$ cat src/rtl/timer_pkg.sv
// Shared types and constants for the play-timer stopwatch and its seven-segment driver.
// Segment patterns are {dp,g,f,e,d,c,b,a}, active-low, with dp off.
package timer_pkg;

    typedef enum logic [1:0] {
        ST_IDLE  = 2'd0,
        ST_RUN   = 2'd1,
        ST_PAUSE = 2'd2,
        ST_DONE  = 2'd3
    } state_t;

    localparam logic [15:0] BCD_LIMIT = 16'h9999;

    localparam logic [7:0] SEG_0     = 8'hC0;
    localparam logic [7:0] SEG_1     = 8'hF9;
    localparam logic [7:0] SEG_2     = 8'hA4;
    localparam logic [7:0] SEG_3     = 8'hB0;
    localparam logic [7:0] SEG_4     = 8'h99;
    localparam logic [7:0] SEG_5     = 8'h92;
    localparam logic [7:0] SEG_6     = 8'h82;
    localparam logic [7:0] SEG_7     = 8'hF8;
    localparam logic [7:0] SEG_8     = 8'h80;
    localparam logic [7:0] SEG_9     = 8'h90;
    localparam logic [7:0] SEG_BLANK = 8'hFF;

    // Four-digit BCD +1; 9999 rolls over to 0000.
    function automatic logic [15:0] bcd_inc(input logic [15:0] value);
        logic [15:0] result;
        logic        carry;
        result = value;
        carry  = 1'b1;
        for (int i = 0; i < 4; i++) begin
            if (carry) begin
                if (result[i*4 +: 4] == 4'd9) begin
                    result[i*4 +: 4] = 4'd0;
                end else begin
                    result[i*4 +: 4] = result[i*4 +: 4] + 4'd1;
                    carry            = 1'b0;
                end
            end
        end
        return result;
    endfunction

endpackage

$ cat src/rtl/seg7_decode.sv
// BCD digit to active-low seven-segment pattern; non-decimal codes render blank.
module seg7_decode
    import timer_pkg::*;
(
    input  logic [3:0] digit,
    input  logic       dp_en,
    output logic [7:0] seg_n
);

    logic [7:0] pattern;

    always_comb begin
        case (digit)
            4'd0:    pattern = SEG_0;
            4'd1:    pattern = SEG_1;
            4'd2:    pattern = SEG_2;
            4'd3:    pattern = SEG_3;
            4'd4:    pattern = SEG_4;
            4'd5:    pattern = SEG_5;
            4'd6:    pattern = SEG_6;
            4'd7:    pattern = SEG_7;
            4'd8:    pattern = SEG_8;
            4'd9:    pattern = SEG_9;
            default: pattern = SEG_BLANK;
        endcase
        seg_n = {~dp_en, pattern[6:0]};
    end

endmodule

$ cat src/rtl/play_timer_display.sv
// SS.hh BCD stopwatch driven by the divider's 100-Hz wave, with a multiplexed
// common-anode four-digit display driven from the divider's scan select.
module play_timer_display
    import timer_pkg::*;
#(
    parameter int SYNC_STAGES = 2,
    parameter bit SATURATE    = 1'b1,
    parameter bit BLANK_LZ    = 1'b1
) (
    input  logic        clk,
    input  logic        rst,
    input  logic        clk_100,
    input  logic [1:0]  clk_scan,
    input  logic        start,
    input  logic        pause,
    input  logic        clear,
    output logic [15:0] time_bcd,
    output logic        running,
    output logic        overflow,
    output logic [3:0]  an_n,
    output logic [7:0]  seg_n
);

    logic [SYNC_STAGES-1:0]      c100_sync;
    logic [SYNC_STAGES-1:0][1:0] scan_sync;
    logic                        c100_prev;
    logic                        tick;
    logic [1:0]                  scan_d;

    state_t state, state_next;
    logic   count_en;
    logic   at_limit;

    logic [3:0] digit;
    logic       dp_en;
    logic       blank;
    logic [7:0] seg_pattern;

    // NOTE: every flop here uses <= so all registers sample pre-edge values,
    // independent of block ordering in simulation.
    always_ff @(posedge clk or posedge rst) begin
        if (rst) begin
            c100_sync <= '0;
            scan_sync <= '0;
            c100_prev <= 1'b0;
        end else begin
            c100_sync <= {c100_sync[SYNC_STAGES-2:0], clk_100};
            scan_sync <= {scan_sync[SYNC_STAGES-2:0], clk_scan};
            c100_prev <= c100_sync[SYNC_STAGES-1];
        end
    end

    assign tick   = c100_sync[SYNC_STAGES-1] & ~c100_prev;
    assign scan_d = scan_sync[SYNC_STAGES-1];

    always_ff @(posedge clk or posedge rst) begin
        if (rst) state <= ST_IDLE;
        else     state <= state_next;
    end

    // clear beats pause beats start.
    always_comb begin
        state_next = state;
        if (clear) begin
            state_next = ST_IDLE;
        end else begin
            case (state)
                ST_IDLE:  if (start) state_next = ST_RUN;
                ST_RUN: begin
                    if (pause)                            state_next = ST_PAUSE;
                    else if (tick && at_limit && SATURATE) state_next = ST_DONE;
                end
                ST_PAUSE: if (start) state_next = ST_RUN;
                default:  state_next = state;
            endcase
        end
    end

    // NOTE: each comb output gets an unconditional default so no latch can form.
    always_comb begin
        at_limit = (time_bcd == BCD_LIMIT);
        count_en = (state == ST_RUN) && tick && !pause && !clear;
    end

    always_ff @(posedge clk or posedge rst) begin
        if (rst) begin
            time_bcd <= 16'h0000;
            overflow <= 1'b0;
            running  <= 1'b0;
        end else begin
            running <= (state_next == ST_RUN);
            if (clear) begin
                time_bcd <= 16'h0000;
                overflow <= 1'b0;
            end else if (count_en) begin
                if (at_limit) overflow <= 1'b1;
                if (!(at_limit && SATURATE)) time_bcd <= bcd_inc(time_bcd);
            end
        end
    end

    always_comb begin
        case (scan_d)
            2'd0:    digit = time_bcd[3:0];
            2'd1:    digit = time_bcd[7:4];
            2'd2:    digit = time_bcd[11:8];
            default: digit = time_bcd[15:12];
        endcase
        dp_en = (scan_d == 2'd2);
        blank = BLANK_LZ && (scan_d == 2'd3) && (time_bcd[15:12] == 4'd0);
    end

    seg7_decode u_seg7 (
        .digit (digit),
        .dp_en (dp_en),
        .seg_n (seg_pattern)
    );

    always_ff @(posedge clk or posedge rst) begin
        if (rst) begin
            an_n  <= 4'b1111;
            seg_n <= SEG_BLANK;
        end else begin
            an_n  <= ~(4'b0001 << scan_d);
            seg_n <= blank ? SEG_BLANK : seg_pattern;
        end
    end

endmodule

$ cat config.mk
export PLATFORM = sky130hd
export DESIGN_NAME = play_timer_display
export DESIGN_NICKNAME = d
export VERILOG_FILES = /design/src/rtl/timer_pkg.sv /design/src/rtl/seg7_decode.sv /design/src/rtl/play_timer_display.sv
export SDC_FILE = /design/constraint.sdc
export NUM_CORES = 1
export LEC_CHECK = 0
export CAP_MARGIN = 20
export CORE_ASPECT_RATIO = 2
export CORE_MARGIN = 5
export CORE_UTILIZATION = 45
export DETAILED_ROUTE_END_ITERATION = 10
export HOLD_SLACK_MARGIN = 0.08
export PLACE_DENSITY = 0.7
export REMOVE_ABC_BUFFERS = 1
export SYNTH_ARGS = -nofsm -noshare
export SYNTH_HDL_FRONTEND = slang
export SYNTH_SLANG_ARGS = --single-unit
$ cat constraint.sdc
create_clock -name clk -period 5.61 [get_ports clk]
set_input_delay 1.683 -clock clk [delete_from_list [all_inputs] [get_ports clk]]
set_output_delay 1.683 -clock clk [all_outputs]
set_load 0.005 [all_outputs]
# Word-level counts from Yosys, hierarchy flattened
# Memory sizes are Yosys's and may differ from the RTL's.
# Index checks and enable logic that the tools add are counted.
[totals]
ff_bits = 39
mem_bits_ro = 112
in_bits = 8
out_inout_bits = 30
memories = 1
[memory_table]
columns = ["name", "depth", "word_bits", "read_ports", "rd_clocked_by_memory_dff", "wr", "line_no", "text"]
rows = [
  ["(name not given)", 16, 7, 1, 0, 0, "seg7_decode.sv:13", "case (digit)"],
]
[op_classes]
n_addsub = 4
eq_ne = 12
shift = 1
muxes = 34
n_bitwise = 4
n_reduce_logical = 21
[op_table]
columns = ["cell", "count"]
rows = [
  ["two-way mux 16 bit", 3],
  ["two-way mux 4 bit", 7],
  ["two-way mux 1 bit", 17],
  ["adder 4 x 1 -> 4 bit (second input constant)", 4],
  ["== test 16 bit (second input constant)", 1],
  ["== test 4 bit (second input constant)", 4],
  ["case mux 4 bit (3 select lines)", 1],
  ["nonzero test 2 bit", 5],
  ["AND reduction 3 bit", 3],
  ["two-way mux 2 bit", 4],
  ["two-way mux 8 bit", 1],
  ["== test 2 x 1 -> 1 bit (second input constant)", 3],
  ["== test 2 bit (second input constant)", 3],
  ["logical AND 1 bit", 5],
  ["logical NOT 2 bit", 2],
  ["logical NOT 4 bit", 1],
  ["inverter 4 bit", 1],
  ["case mux 2 bit (2 select lines)", 1],
  ["AND reduction 2 bit", 2],
  ["left shift 1 x 2 -> 4 bit (first input constant)", 1],
  ["logical NOT 1 bit", 2],
  ["inequality test 2 bit (second input constant)", 1],
  ["inverter 1 bit", 2],
  ["OR reduction 2 bit", 1],
  ["AND 1 bit", 1],
]

# Longest topological paths before layout
[logic_depth]
ltp_word = 19
depth_mapped = 8
depth_no_buf = 7

# By module
# A second synthesis with hierarchy kept.
[unflattened]
cells_unflattened = 204
area_unflattened_um2 = 2144.6
[modules_own_cells]
columns = ["mod", "instances", "cells_per_inst", "area_each_um2", "seq_area_each_um2"]
rows = [
  ["play_timer_display", 1, 170, 1930.6, 991.0],
  ["seg7_decode", 1, 34, 214.0, 0.0],
]

# Worst setup path after synthesis
# OpenSTA, ideal clock, no wires.
[synth_timing]
kind = "input port to flip-flop"
startpoint = "input pause"
endpoint = "register time_bcd[12]"
setup_time_ns = 0.125
arrival_time_ns = 2.847
t_required_ns = 5.485
setup_slack_ns = 2.639
cell_stages = 4
n_path_buf = 0
cell_sequence = "nor4b_4 nand4_2 nor3b_1 mux2_2"
[synth_via]
elab_chain_cells = 5
[synth_rtl]
columns = ["item", "line_no", "text"]
rows = [
  ["start, declared", "play_timer_display.sv:15", "input logic pause,"],
  ["logical NOT 1 bit", "play_timer_display.sv:82", "count_en = (state == ST_RUN) && tick && !pause && !clear;"],
  ["logical AND 1 bit (2 in a row)", "play_timer_display.sv:82", ""],
  ["nonzero test 2 bit (no source line)", "--", ""],
  ["AND reduction 3 bit (no source line)", "--", ""],
  ["end signal, assigned", "play_timer_display.sv:97", "if (!(at_limit && SATURATE)) time_bcd <= bcd_inc(time_bcd);"],
  ["end, declared", "play_timer_display.sv:17", "output logic [15:0] time_bcd,"],
]
# Every way passes these cells.
# A chain may end at the register's enable or synchronous reset.

# Worst setup path after layout
# Same ends and word-level chain as after synthesis.

==> impl_metrics.py <==
metrics = {
    "outcome": {
        "status": "finished clean",
    },
    "timing": {
        "skew_ps": 5.52,
        "fin_ws_ps": 2140,
        "layout_min_cycle_time_ps": 3470,
        "finalSetupViolCount": 0,
        "setup_tns_ps": 0,
        "fin_crit_sh_pct": 61.8,
        "hold_viol_final": 0,
        "drv_slew": 0,
        "max_freq_ghz": 0.288,
        "tightest_slew_ps": 756,
        "slew_headroom_pct": 49.5,
        "hold_slack_ps": 352,
        "rsz0062_at_grt": "no",
    },
    "drt": {
        "drt_iter0_markers": 45,
        "routed_wl_um": 4310,
        "via_count": 1580,
        "route.detailed.drc": 0,
        "routed_via_density": 5.62,
        "routedWlPerCell_um": 15.3,
        "first_pass_iters": 4,
        "ant_nets": 0,
    },
    "worst_setup_path": {
        "r2r_end": "time_bcd[12]$_DFFE_PP0P_",
        "path_cells": "clkdlybuf4s50_1 > nor4b_4 > nand4_2 > nor3b_1 > mux2_2",
        "rr_worst_depth": 6,
        "startpoint_type": "input pin",
        "path_class": "input pin to register",
        "r2r_start": "time_bcd[1]$_DFFE_PP0P_",
        "r2r_slack_ps": 3300,
        "crit_fanout": 13,
        "critPathSlowestCell": "clkdlybuf4s50_1",
        "critPathArrivalTime_ps": 3640,
        "critical_path.endpoint_type": "register",
        "required_ps": 5780,
        "cp_slowest_stage_delay_ps": 480,
    },
    "die": {
        "initial_core_util_pct": 46.6,
        "die_h_um": 105,
        "core-area_um2": 4380,
        "die_x_um": 57.6,
        "rows": 34,
        "dieArea_um2": 6070,
        "pin_count": 38,
    },
    "worst_hold_path": {
        "min_from": "scan_sync[0]$_DFF_PP0_",
        "hold_path_class": "register to register",
        "hold_path_end": "scan_d[0]$_DFF_PP0_",
        "min_path_cells": 0,
    },
    "clocking": {
        "worstSkewPairLatency_ps": 280,
        "clock_path_buffers": 2,
        "post-cts-setup-buffer-count": 0,
        "ctsResizeCount": 0,
        "cts.clk_slew.worst_paths_ps": 70,
        "cts-buffers-inserted": 5,
        "cts.sinks": 39,
        "cts_root_buf": "clkbuf_8",
        "postCtsHoldBufs": 0,
        "htreeDepth": 2,
        "cts_tree": "built",
    },
    "finish": {
        "fin_area_um2": 2520,
        "final_layout_size_suffix_gt1_share_pct": 13.2,
        "area_growth_pct": 23.7,
        "nets": 248,
        "fillers": 387,
        "num_antenna_cells": 0,
        "seq_area_um2": 991,
        "multi_input_area_um2": 943,
    },
    "yosys": {
        "syn_area_um2": 2040,
        "ys_types": 41,
        "synth_cells": 189,
        "yosys_warnings": 0,
        "ys_seq_area_share_pct": 48.5,
        "synth_seq_cells": 39,
        "async_reset_ff_share_pct": 100,
        "syn_avg_cell_area_um2": 10.8,
        "synth_edf_count": 0,
        "synth-main-ff-cell": "dfrtp_1",
    },
    "placed_design": {
        "place.gp.congestion": 0.794,
        "hpwl_um": 3160,
        "preCtsSetupSlack_ps": 1840,
        "place_area_um2": 2440,
        "numPortBuffers": 37,
    },
    "power_and_ir_drop": {
        "vdd_drop_max_uv": 174,
        "p_per_area_nw_per_um2": 207,
        "power.leakage_nw": 1.01,
    },
    "grt": {
        "grt_max_degree": 40,
        "grt_usage_pct": 15.7,
        "grt_pass1_wl_um": 7580,
        "antenna_found_initial": 0,
        "overflow": 0,
        "grt_pass1_vias": 1589,
    },
    "flow_run": {
        "drv_cap": 0,
    },
}
-- cells by family (layout without fill, tap and decap cells) --
kind of cell	after synthesis	count (layout)	share of synthesized area, %
buffers and inverters	25	63	5.27
adders and majority gates	14	14	8.58
DFF	39	39	48.5
and+or+nand+nor	59	59	17.7
AOI/OAI and AO/OA	42	42	12.6
xor gates and xnor gates	1	1	0.429
muxes	9	9	6.92
-- layout by cell type, fill, tap and decap left out, types with 2 or more instances in the layout --
master	synthesis	layout
inv_1	17	17
a41oi_1	2	2
a21oi_1	12	12
o21ai_0	15	15
and3b_1	3	3
dfstp_2	12	12
nand2b_1	4	4
nand2_1	6	6
o31ai_1	5	5
nand3b_1	4	4
or3_1	9	9
mux2i_1	4	4
nor2_1	10	10
clkbuf_1	2	2
mux4_2	4	4
nor3_1	4	4
clkbuf_8	0	5
clkdlybuf4s50_1	0	37
nand3_1	6	6
ha_1	14	14
a311oi_1	2	2
or4_1	3	3
dfrtp_1	27	27
-- power by group --
group	switching [mW]	total, mW	internal (mW)	leakage, nW
clock	0.0914	0.179	0.0872	0.0422
combinational	0.0182	0.0410	0.0228	0.480
sequential	0.00809	0.302	0.294	0.484
-- how the worst max path moves through the flow --
stage | slack, ps | cells past startpoint | startpoint | end
after floorplan | 2540 | 4 | pause | time_bcd[12]$_DFFE_PP0P_
after global placement | 1900 | 5 | pause | time_bcd[12]$_DFFE_PP0P_
after detailed placement | 1840 | 5 | pause | time_bcd[12]$_DFFE_PP0P_
after CTS | 2150 | 5 | pause | time_bcd[12]$_DFFE_PP0P_
after global routing | 1960 | 5 | pause | time_bcd[12]$_DFFE_PP0P_
final | 2140 | 5 | pause | time_bcd[12]$_DFFE_PP0P_
-- critical path, delay by kind of cell --
kind | cells | cell delay [ps]
simple gates | 3 | 1110
mux | 1 | 370
buf+inv | 1 | 480
-- metal layers --
layer | routed length [µm] | global-route usage, % | vias to the layer above
met5 | 0 | 0 | -
met4 | 81 | 6.63 | 0
met3 | 198 | 3.67 | 7
met2 | 2450 | 28.0 | 48
met1 | 1580 | 17.0 | 777
li1 | - | - | 748
-- synth_stat cells, drive strengths merged, types with 5 or more instances --
cell type | instances | area (µm²)
nor2 | 10 | 37.5
or3 | 9 | 56.3
dfstp | 12 | 315
o31ai | 5 | 37.5
nand2 | 6 | 22.5
a21oi | 12 | 60.1
dfrtp | 27 | 676
buf | 6 | 36.3
o21ai | 16 | 80.1
ha | 14 | 175
nand3 | 6 | 30.0
inv | 17 | 63.8
-- area by class of cell --
class,instances,area share (%)
clock inverter,1,0.198
timing repair buffer,38,15.0
sequential,39,39.2
tap,54,2.68
inverter,17,2.53
multi-input combinational,125,37.4
clock buffer,7,3.02
-- per-stage QoR --
stage	std cells	total power [mW]	util (%)
6_report	281	0.522	57.6
5_1_grt	281	0.549	57.6
4_1_cts	281	0.530	57.6
3_5_place_dp	273	0.349	55.8
3_3_place_gp	273	0.348	55.8
2_1_floorplan	181	0.323	-
-- sequential cells by signal, indices dropped and copies added, names as in the netlist --
| signal | flops |
|---|---|
| an_n | 4 |
| c100_prev | 1 |
| scan_sync | 2 |
| running | 1 |
| seg_n | 8 |
| c100_sync | 2 |
| overflow | 1 |
| state | 2 |
| scan_d | 2 |
| time_bcd | 16 |
Note: power is estimated with default switching activity, not from simulation.
